[src/rtl/traffic_pkg.sv]
// traffic_pkg: codes shared by the 4-way traffic controller and its lamp monitor.
//   phase_e            - 2-bit phase code (RED, GREEN, YELLOW, DARK)
//   FLT_*              - bit positions inside the monitor's fault vector
//   legal_transition() - true when a phase change follows the legal lamp cycle
package traffic_pkg;

  typedef enum logic [1:0] {
    PH_RED    = 2'd0,
    PH_GREEN  = 2'd1,
    PH_YELLOW = 2'd2,
    PH_DARK   = 2'd3
  } phase_e;

  localparam int FLT_MULTI = 0;
  localparam int FLT_DARK  = 1;
  localparam int FLT_SKIP  = 2;
  localparam int FLT_SHORT = 3;
  localparam int FLT_STUCK = 4;
  localparam int FLT_W     = 5;

  // Only RED->GREEN may hand the road to another direction; the
  // GREEN->YELLOW->RED run-down must stay on the same direction.
  function automatic logic legal_transition(input phase_e     from_ph,
                                            input logic [1:0] from_dir,
                                            input phase_e     to_ph,
                                            input logic [1:0] to_dir);
    logic ok;
    ok = 1'b0;
    case (from_ph)
      PH_RED:    ok = (to_ph == PH_GREEN);
      PH_GREEN:  ok = (to_ph == PH_YELLOW) && (to_dir == from_dir);
      PH_YELLOW: ok = (to_ph == PH_RED) && (to_dir == from_dir);
      default:   ok = 1'b0;
    endcase
    return ok;
  endfunction

endpackage

[src/rtl/traffic_lamp_decode.sv]
// traffic_lamp_decode: combinational decode of the 12 registered lamp lines.
//   lamp  [11:0] - {yellow[3:0], green[3:0], red[3:0]}
//   valid        - exactly one lamp lit
//   dark         - no lamp lit
//   multi        - more than one lamp lit
//   dir   [1:0]  - direction of the lit lamp (meaningful when valid)
//   phase        - phase of the lit lamp, PH_DARK when not valid
module traffic_lamp_decode
  import traffic_pkg::*;
(
  input  logic [11:0] lamp,
  output logic        valid,
  output logic        dark,
  output logic        multi,
  output logic [1:0]  dir,
  output phase_e      phase
);

  logic [3:0] ones;
  logic [3:0] idx;

  always_comb begin
    ones = 4'd0;
    idx  = 4'd0;
    for (int i = 0; i < 12; i++) begin
      if (lamp[i]) begin
        ones = ones + 4'd1;
        idx  = i[3:0];
      end
    end
  end

  assign valid = (ones == 4'd1);
  assign dark  = (ones == 4'd0);
  assign multi = (ones > 4'd1);
  // The lamp vector is laid out as three 4-bit groups, so the bit index
  // splits directly into {phase, dir}.
  assign dir   = idx[1:0];
  assign phase = valid ? phase_e'(idx[3:2]) : PH_DARK;

endmodule

[src/rtl/traffic_lamp_monitor.sv]
// traffic_lamp_monitor: passive checker on the lamp side of the traffic controller.
// Measures every phase length and raises sticky faults on illegal lamp patterns.
//   clk, reset (async, active-high)
//   red/green/yellow [3:0] - lamp lines, bit i = direction i
//   clear                  - synchronous pulse clearing the sticky faults
//   dir, phase, phase_valid - currently tracked phase
//   phase_len, len_phase, len_valid - length/code of the phase that just ended
//   fault [4:0], irq       - sticky MULTI/DARK/SKIP/SHORT/STUCK and their OR
module traffic_lamp_monitor
  import traffic_pkg::*;
#(
  parameter int CNT_W      = 24,
  parameter int MIN_GREEN  = 8,
  parameter int MIN_YELLOW = 3,
  parameter int MIN_RED    = 4,
  parameter int MAX_PHASE  = 64
) (
  input  logic             clk,
  input  logic             reset,
  input  logic [3:0]       red,
  input  logic [3:0]       green,
  input  logic [3:0]       yellow,
  input  logic             clear,
  output logic [1:0]       dir,
  output logic [1:0]       phase,
  output logic             phase_valid,
  output logic [CNT_W-1:0] phase_len,
  output logic [1:0]       len_phase,
  output logic             len_valid,
  output logic [4:0]       fault,
  output logic             irq
);

  localparam logic [CNT_W-1:0] CNT_MAX   = '1;
  localparam logic [CNT_W-1:0] STUCK_PRE = CNT_W'(MAX_PHASE - 1);

  logic [11:0]      lamp_q;
  logic [1:0]       cur_dir_q, cur_dir_d;
  phase_e           cur_phase_q, cur_phase_d;
  logic [CNT_W-1:0] count_q, count_d;
  logic             phase_valid_q, phase_valid_d;
  logic             entered_q, entered_d;   // current phase began with a transition
  logic [CNT_W-1:0] phase_len_q, phase_len_d;
  phase_e           len_phase_q, len_phase_d;
  logic             len_valid_q, len_valid_d;
  logic [FLT_W-1:0] fault_q, fault_d;
  logic [FLT_W-1:0] flt_set;

  logic       dec_valid, dec_dark, dec_multi;
  logic [1:0] dec_dir;
  phase_e     dec_phase;

  traffic_lamp_decode u_decode (
    .lamp  (lamp_q),
    .valid (dec_valid),
    .dark  (dec_dark),
    .multi (dec_multi),
    .dir   (dec_dir),
    .phase (dec_phase)
  );

  function automatic logic [CNT_W-1:0] min_len(input phase_e ph);
    logic [CNT_W-1:0] m;
    case (ph)
      PH_GREEN:  m = CNT_W'(MIN_GREEN);
      PH_YELLOW: m = CNT_W'(MIN_YELLOW);
      PH_RED:    m = CNT_W'(MIN_RED);
      default:   m = '0;
    endcase
    return m;
  endfunction

  always_comb begin
    cur_dir_d     = cur_dir_q;
    cur_phase_d   = cur_phase_q;
    count_d       = count_q;
    phase_valid_d = phase_valid_q;
    entered_d     = entered_q;
    phase_len_d   = phase_len_q;
    len_phase_d   = len_phase_q;
    len_valid_d   = 1'b0;
    flt_set       = '0;

    if (dec_multi) begin
      flt_set[FLT_MULTI] = 1'b1;
    end else if (dec_dark) begin
      // All-dark before the first phase is just the controller coming up.
      if (phase_valid_q) flt_set[FLT_DARK] = 1'b1;
    end else if (dec_valid) begin
      if (!phase_valid_q) begin
        cur_dir_d     = dec_dir;
        cur_phase_d   = dec_phase;
        count_d       = CNT_W'(1);
        phase_valid_d = 1'b1;
        entered_d     = 1'b0;
      end else if (dec_dir == cur_dir_q && dec_phase == cur_phase_q) begin
        if (count_q != CNT_MAX) count_d = count_q + CNT_W'(1);
        if (count_q == STUCK_PRE) flt_set[FLT_STUCK] = 1'b1;
      end else begin
        len_valid_d = 1'b1;
        phase_len_d = count_q;
        len_phase_d = cur_phase_q;
        // The initial phase may have been joined part-way, so it is not judged.
        if (entered_q) begin
          if (!legal_transition(cur_phase_q, cur_dir_q, dec_phase, dec_dir))
            flt_set[FLT_SKIP] = 1'b1;
          if (count_q < min_len(cur_phase_q))
            flt_set[FLT_SHORT] = 1'b1;
        end
        cur_dir_d   = dec_dir;
        cur_phase_d = dec_phase;
        count_d     = CNT_W'(1);
        entered_d   = 1'b1;
      end
    end

    // A fresh set condition beats a simultaneous clear on that bit.
    fault_d = (clear ? '0 : fault_q) | flt_set;
  end

  always_ff @(posedge clk or posedge reset) begin
    if (reset) begin
      lamp_q        <= '0;
      cur_dir_q     <= 2'd0;
      cur_phase_q   <= PH_DARK;
      count_q       <= '0;
      phase_valid_q <= 1'b0;
      entered_q     <= 1'b0;
      phase_len_q   <= '0;
      len_phase_q   <= PH_RED;
      len_valid_q   <= 1'b0;
      fault_q       <= '0;
    end else begin
      lamp_q        <= {yellow, green, red};
      cur_dir_q     <= cur_dir_d;
      cur_phase_q   <= cur_phase_d;
      count_q       <= count_d;
      phase_valid_q <= phase_valid_d;
      entered_q     <= entered_d;
      phase_len_q   <= phase_len_d;
      len_phase_q   <= len_phase_d;
      len_valid_q   <= len_valid_d;
      fault_q       <= fault_d;
    end
  end

  assign dir         = cur_dir_q;
  assign phase       = cur_phase_q;
  assign phase_valid = phase_valid_q;
  assign phase_len   = phase_len_q;
  assign len_phase   = len_phase_q;
  assign len_valid   = len_valid_q;
  assign fault       = fault_q;
  assign irq         = |fault_q;

endmodule
[config.mk]
export PLATFORM = sky130hd
export DESIGN_NAME = traffic_lamp_monitor
export DESIGN_NICKNAME = d
export VERILOG_FILES = /design/src/rtl/traffic_pkg.sv /design/src/rtl/traffic_lamp_decode.sv /design/src/rtl/traffic_lamp_monitor.sv
export SDC_FILE = /design/constraint.sdc
export NUM_CORES = 1
export LEC_CHECK = 0
export CAP_MARGIN = 25
export CORE_MARGIN = 8
export CORE_UTILIZATION = 58
export DETAILED_ROUTE_END_ITERATION = 7
export MAX_ROUTING_LAYER = met4
export PLACE_DENSITY = 0.81
export SLEW_MARGIN = 5
export SYNTH_ARGS = -nofsm -noshare
export SYNTH_HDL_FRONTEND = slang
export SYNTH_SLANG_ARGS = --single-unit
[constraint.sdc]
create_clock -name clk -period 9.1 [get_ports clk]
set_input_delay 1.82 -clock clk [delete_from_list [all_inputs] [get_ports clk]]
set_output_delay 1.82 -clock clk [all_outputs]
set_load 0.05 [all_outputs]
After elaboration in Yosys (flattened, before gate mapping)
Cells that the tools add are included.

Equal/unequal tests: 11. Multiplexer cells: 66. Reduce and logical (&&, ||, !) cells: 11. Add/sub/neg operators: 12. Bitwise gates (word level): 4. Magnitude comparators: 2.

Operator list (number): $mux W24 (9); $mux W4 (16); $add A4 B1 Y4 const B (10); $add A24 B1 Y24 const B (1); $eq A24 B6 Y1 const B (1); $lt A24 B24 Y1 (1); $ne A24 B24 Y1 const B (1); $mux W1 (22); $mux W3 (7); $mux W2 (9); $pmux W4 S3 (1); $reduce_and A4 Y1 (2); $mux W5 (1); $or A5 B5 Y5 (1); $reduce_and A5 Y1 (1); $reduce_or A5 Y1 (1); $eq A2 B1 Y1 const B (2); $eq A2 B2 Y1 (2); $eq A2 B2 Y1 const B (2); $eq A4 B1 Y1 const B (1); $gt A4 B1 Y1 const B (1); $logic_not A2 Y1 (2); $logic_not A4 Y1 (1); $logic_and A1 B1 Y1 (3); 6 further kinds (8).

Word-level logic and storage cells: 116. Register bits after elaboration: 74. Output and inout bits: 38. Input bits: 15.

Depth between registers and ports, before layout
Depth in word-level cells: 42. Mapped depth: 35. Gate-level depth less buffers: 31.

By module
A second synthesis with hierarchy kept.

Cells, all modules: 603. Area, all modules: 5118.7 um^2.

Modules (own cells, without submodules): traffic_lamp_monitor (instances 1, seq. area each 1854.3 um^2, cells each 363, area each 3423.3 um^2); traffic_lamp_decode (instances 1, seq. area each 0.0 um^2, cells each 240, area each 1695.4 um^2).

Worst setup path before layout
Ideal clock, no wire load.

Kind: register -> register. From: reg lamp_q[0]. To: reg phase_len_q[14] (netlist: phase_len[14]). Setup time: 128 ps. Period minus slack after synthesis: 7117 ps. Cell stages (with the launch flop): 35. Data arrival time: 6989 ps. Path buffers: 4. Required time: 8972 ps. Setup slack: 1983 ps. Cell sequence: dfrtp_1 > inv_1 > ha_1 > buf_4 > xnor2_1 > inv_1 > ha_1 > nand3b_1 > mux2i_1 > a221o_1 > ha_1 > nand2b_1 > a32oi_1 > mux2i_1 > mux2i_1 > a311oi_2 > ha_1 > mux2i_1 > a21oi_1 > xnor2_1 > a221o_1 > ha_1 > inv_1 > a21oi_1 > nor2b_1 > a21oi_1 > o32ai_1 > a32oi_1 > xnor2_1 > a21o_1 > buf_6 > nor4b_4 > buf_4 > buf_8 > mux2_1.

Longest elaborated chain between the ends: 29. Elaborated cells on any way between the ends: 33. Those cells by class: add/sub: 11; order compare: 1; eq/ne: 2; mux: 13; bitwise: 3; reduce/logical: 3.

RTL lines: start: declaration (RTL line traffic_lamp_monitor.sv:37) `logic [11:0] lamp_q;`; start signal: assignment (RTL line traffic_lamp_monitor.sv:134) `lamp_q <= {yellow, green, red};`; $mux W1 * (RTL line traffic_lamp_decode.sv:26) `if (lamp[i]) begin`; $add A1 B1 Y2 (RTL line traffic_lamp_decode.sv:27) `ones = ones + 4'd1;`; $mux W4 * (RTL line traffic_lamp_decode.sv:26); $add A4 B1 Y4 (RTL line traffic_lamp_decode.sv:27); $mux W4 * (RTL line traffic_lamp_decode.sv:26); $add A4 B1 Y4 (RTL line traffic_lamp_decode.sv:27); $mux W4 * (RTL line traffic_lamp_decode.sv:26); $add A4 B1 Y4 (RTL line traffic_lamp_decode.sv:27); (+13 left out); $add A4 B1 Y4 (RTL line traffic_lamp_decode.sv:27); $mux W4 * (RTL line traffic_lamp_decode.sv:26); $eq A4 B1 Y1 (RTL line traffic_lamp_decode.sv:33) `assign valid = (ones == 4'd1);`; $mux W2 (RTL line traffic_lamp_decode.sv:39) `assign phase = valid ? phase_e'(idx[3:2]) : PH_DARK;`; $eq A2 B2 Y1 (RTL line traffic_lamp_monitor.sv:96) `end else if (dec_dir == cur_dir_q && dec_phase == cur_phase_q) begin`; $logic_and A1 B1 Y1 (RTL line traffic_lamp_monitor.sv:96); $not A1 Y1 (no source line); $reduce_and A5 Y1 (no source line) *; end signal: assignment (RTL line traffic_lamp_monitor.sv:140) `phase_len_q <= phase_len_d;`; end: declaration (RTL line traffic_lamp_monitor.sv:43) `logic [CNT_W-1:0] phase_len_q, phase_len_d;`.

Mark *: on every way between the ends. The rest lies on a longest branch, timed or not. A chain may end at the register's enable or synchronous reset.

Worst setup path after layout
From: reg lamp_q[1]. To: reg phase_len_q[22] (netlist: phase_len[22]).

Longest elaborated chain between the ends: 27. Elaborated cells on any way between the ends: 43. Those cells by class: add/sub: 10; order compare: 1; eq/ne: 3; mux: 23; bitwise: 3; reduce/logical: 3.

RTL lines (RTL line): $mux W4 (traffic_lamp_decode.sv:26); $add A4 B1 Y4 (traffic_lamp_decode.sv:27); $mux W4 (traffic_lamp_decode.sv:26); $add A4 B1 Y4 (traffic_lamp_decode.sv:27); $mux W4 (traffic_lamp_decode.sv:26); $add A4 B1 Y4 (traffic_lamp_decode.sv:27); $mux W4 (traffic_lamp_decode.sv:26); $add A4 B1 Y4 (traffic_lamp_decode.sv:27); (+11 left out); $add A4 B1 Y4 (traffic_lamp_decode.sv:27); $mux W4 (traffic_lamp_decode.sv:26); $eq A4 B1 Y1 (traffic_lamp_decode.sv:33); $mux W2 (traffic_lamp_decode.sv:39); $eq A2 B2 Y1 (traffic_lamp_monitor.sv:96); $logic_and A1 B1 Y1 (traffic_lamp_monitor.sv:96); $not A1 Y1 (no source line); $reduce_and A5 Y1 (no source line) *.

Marked as above.

==> results.ini <==
[outcome]
status=completed

[grt]
grt_start_max_net_pins=75
antenna_found_initial=0
top_usage_layer=met2
grt_use_met1_pct=25.1
overflow=0
grt.total_usage_pct=21.6
grt_pass1_wl_um=20400
grt_pass1_vias=4266
met3_usage_pct=3.31
grtUsageMet2_pct=37.4

[floorplan]
fp.dieW_um=109
core.rowCount=34
pin_count=53
dieArea_um2=11900
start_util_pct=58.9
coreArea_um2=8550
die_h_um=109

[sta]
fin_crit_sh_pct=92.9
fmax_mhz=118
fin_skew_ns=0.0103
max_slew.worst_pin.slew_ns=0.873
finalCriticalPeriod_ns=8.45
setup_violations=0
tns_ns=0
hold_viol_final=0
worst_slack_ns=0.645
drv_slew=0
relSlewSlack_pct=41.8
rsz0062_at_grt=no

[synth]
syn_inst=534
yosysTopAreaCellShare_pct=35.8
syn_avg_cell_area_um2=9.43
async_reset_ff_share_pct=100
yosysTopAreaCell=dfrtp_1
yosys-top-cells-count=dfrtp_1, nand2_1, nor2_1
yosysUniqueCellTypes=75
ys_warn_count=0
ys.flop_type=dfrtp_1
ys_seq_area_share_pct=36.8
synth-edff-count=0
yosys-top-cells-area=dfrtp_1, ha_1, mux2_2
mappedNetlistNets=569
synth_area_um2=5030
yosysMostFrequentCell=dfrtp_1
ys_ff_latch=74

[detailed_routing]
via_count=4266
totalWireLength_um=11800
avgRoutedWirePerCell_um=17.4
firstDrtPassIters=6
drcViolationCount=0
viasPerCell=6.27
drt_iter0_drc=278
drt.antenna.violating_nets=0

[power]
p_leak_nw=2.46
power_density_nw_per_um2=271
totalPowerFinal_w=0.00158
max-vdd-ir-drop_uv=157

[worst_setup_path]
worstPathRequired_ns=9.34
cp_top_family=compound AO/OA/AOI/OAI gates
crit_path_start_kind=flip-flop
cpMaxStageDelayCell=a21o_1
cpMostUsedCell=ha_1
critical_path_arrival_ns=8.70
crit_buf_inv=4
cpPeakStageDelay_ns=0.50
critPathKind=reg -> reg
worst-path-max-fanout=29
crit_path_end_kind=flip-flop
reg2reg_slack_ns=0.65

[layout]
final_nets=603
drive_above_1_share_pct=10.5
finalInstanceArea_um2=5840
n_fill_cell=679
areaGrowthSynthToFinish_pct=16.1
final_cell_count_no_fill=680
antenna-diode-count=0

[clock_tree]
clk_pin_slew_ns=0.08
cts_buffer_depth=2
ctsRootBufferMaster=clkbuf_8
ctsResizeCount=0
postCtsSetupRepairBufs=0
cts_num_sinks=74
hold_buffers=0
cts_tree=built
insertion_delay_ns=0.36
cts_buffers=9
cts_htree_levels=3

[place]
globalplace.congestion=0.888
io_buffers=52
postPlaceCellArea_um2=5560
dp_hpwl_um=8360
preCtsSetupSlack_ns=0.716
placed_cells=664

[job]
drv_cap=0

[worst_hold_path]
hp-class=reg -> reg

[cell families (layout without fill, tap and decap cells)]
family | count (synthesis) | count (layout) | share of synthesized area (%)
and+or+nand+nor | 175 | 175 | 18.0
AOI/OAI and AO/OA | 124 | 124 | 17.6
DFF | 74 | 74 | 36.8
buffers and inverters | 62 | 100 | 5.24
xor gates and xnor gates | 40 | 40 | 8.77
muxes | 39 | 39 | 8.53
adders and majority gates | 20 | 20 | 4.97
[layer usage]
metal | share of wire [%] | routed length [µm] | vias to the layer above
met5 | 0 | 0 | -
met4 | 2.4 | 289 | 0
met3 | 5.7 | 671 | 36
met2 | 52 | 6150 | 174
met1 | 40 | 4730 | 2045
li1 | - | - | 2011
[worst reg2reg max path, delay by kind of cell, from the launching register on]
family / cells / cell delay (ns)
fa+ha+maj: 5 / 1.77
xor+xnor: 3 / 0.79
simple gates: 4 / 0.81
mux: 5 / 1.06
compound gates: 10 / 2.82
flops: 1 / 0.40
buf+inv: 4 / 0.70
[layout by cell type, fill, tap and decap left out, types with 8 or more instances in the layout]
cell type / n
a21oi_1: 21
a31oi_1: 11
clkbuf_8: 9
clkdlybuf4s50_1: 52
dfrtp_1: 72
ha_1: 20
inv_1: 26
mux2_1: 10
mux2_2: 21
mux2i_1: 8
nand2_1: 48
nand2b_1: 11
nand3_1: 22
nor2_1: 30
nor3_1: 16
o21ai_0: 18
o31ai_1: 22
o41ai_1: 11
xnor2_1: 24
xor2_1: 9
[per-stage QoR]
step | hold WS (ns) | utilization, %
2_1_floorplan | 0.483 | -
3_3_place_gp | 0.466 | 65.0
3_5_place_dp | 0.475 | 65.0
4_1_cts | 0.493 | 68.1
5_1_grt | 0.516 | 68.3
6_report | 0.488 | 68.3
[flip-flops by register name, summed over array words and instances, names as in the netlist]
signal and flops:
phase_valid 1, lamp_q 12, len_valid 1, entered_q 1, len_phase 2, count_q 24, fault 5, phase_len 24
phase 2, dir 2
[power breakdown]
| group | internal, W | switching, W |
|---|---|---|
| registers | 0.000368 | 0.0000541 |
| clock network | 0.000210 | 0.000134 |
| logic | 0.000313 | 0.000502 |
[path summary, 6_finish.rpt]
kind,from,endpoint,cells after the start
setup reg to reg,lamp_q[1]$_DFF_PP0_,phase_len[22]$_DFFE_PP0P_,31
min in group asynchronous,reset,len_valid$_DFF_PP0_,3
max in group asynchronous,reset,lamp_q[6]$_DFF_PP0_,4
setup / recovery,lamp_q[1]$_DFF_PP0_,phase_len[22]$_DFFE_PP0P_,31
hold reg to reg,phase_len[11]$_DFFE_PP0P_,phase_len[11]$_DFFE_PP0P_,1
hold / removal,phase_len[11]$_DFFE_PP0P_,phase_len[11]$_DFFE_PP0P_,1
[final cells by class]
| type | instances | area (µm²) | area share [%] |
|---|---|---|---|
| multi-input cells | 398 | 2920 | 49.9 |
| flip-flops and latches | 74 | 1850 | 31.7 |
| repair buffers | 57 | 571 | 9.77 |
| clock inverters | 6 | 138 | 2.36 |
| well taps | 108 | 135 | 2.31 |
| clock buffers | 9 | 124 | 2.12 |
| inverters | 28 | 105 | 1.80 |
Power figures use the tool's default switching activity.
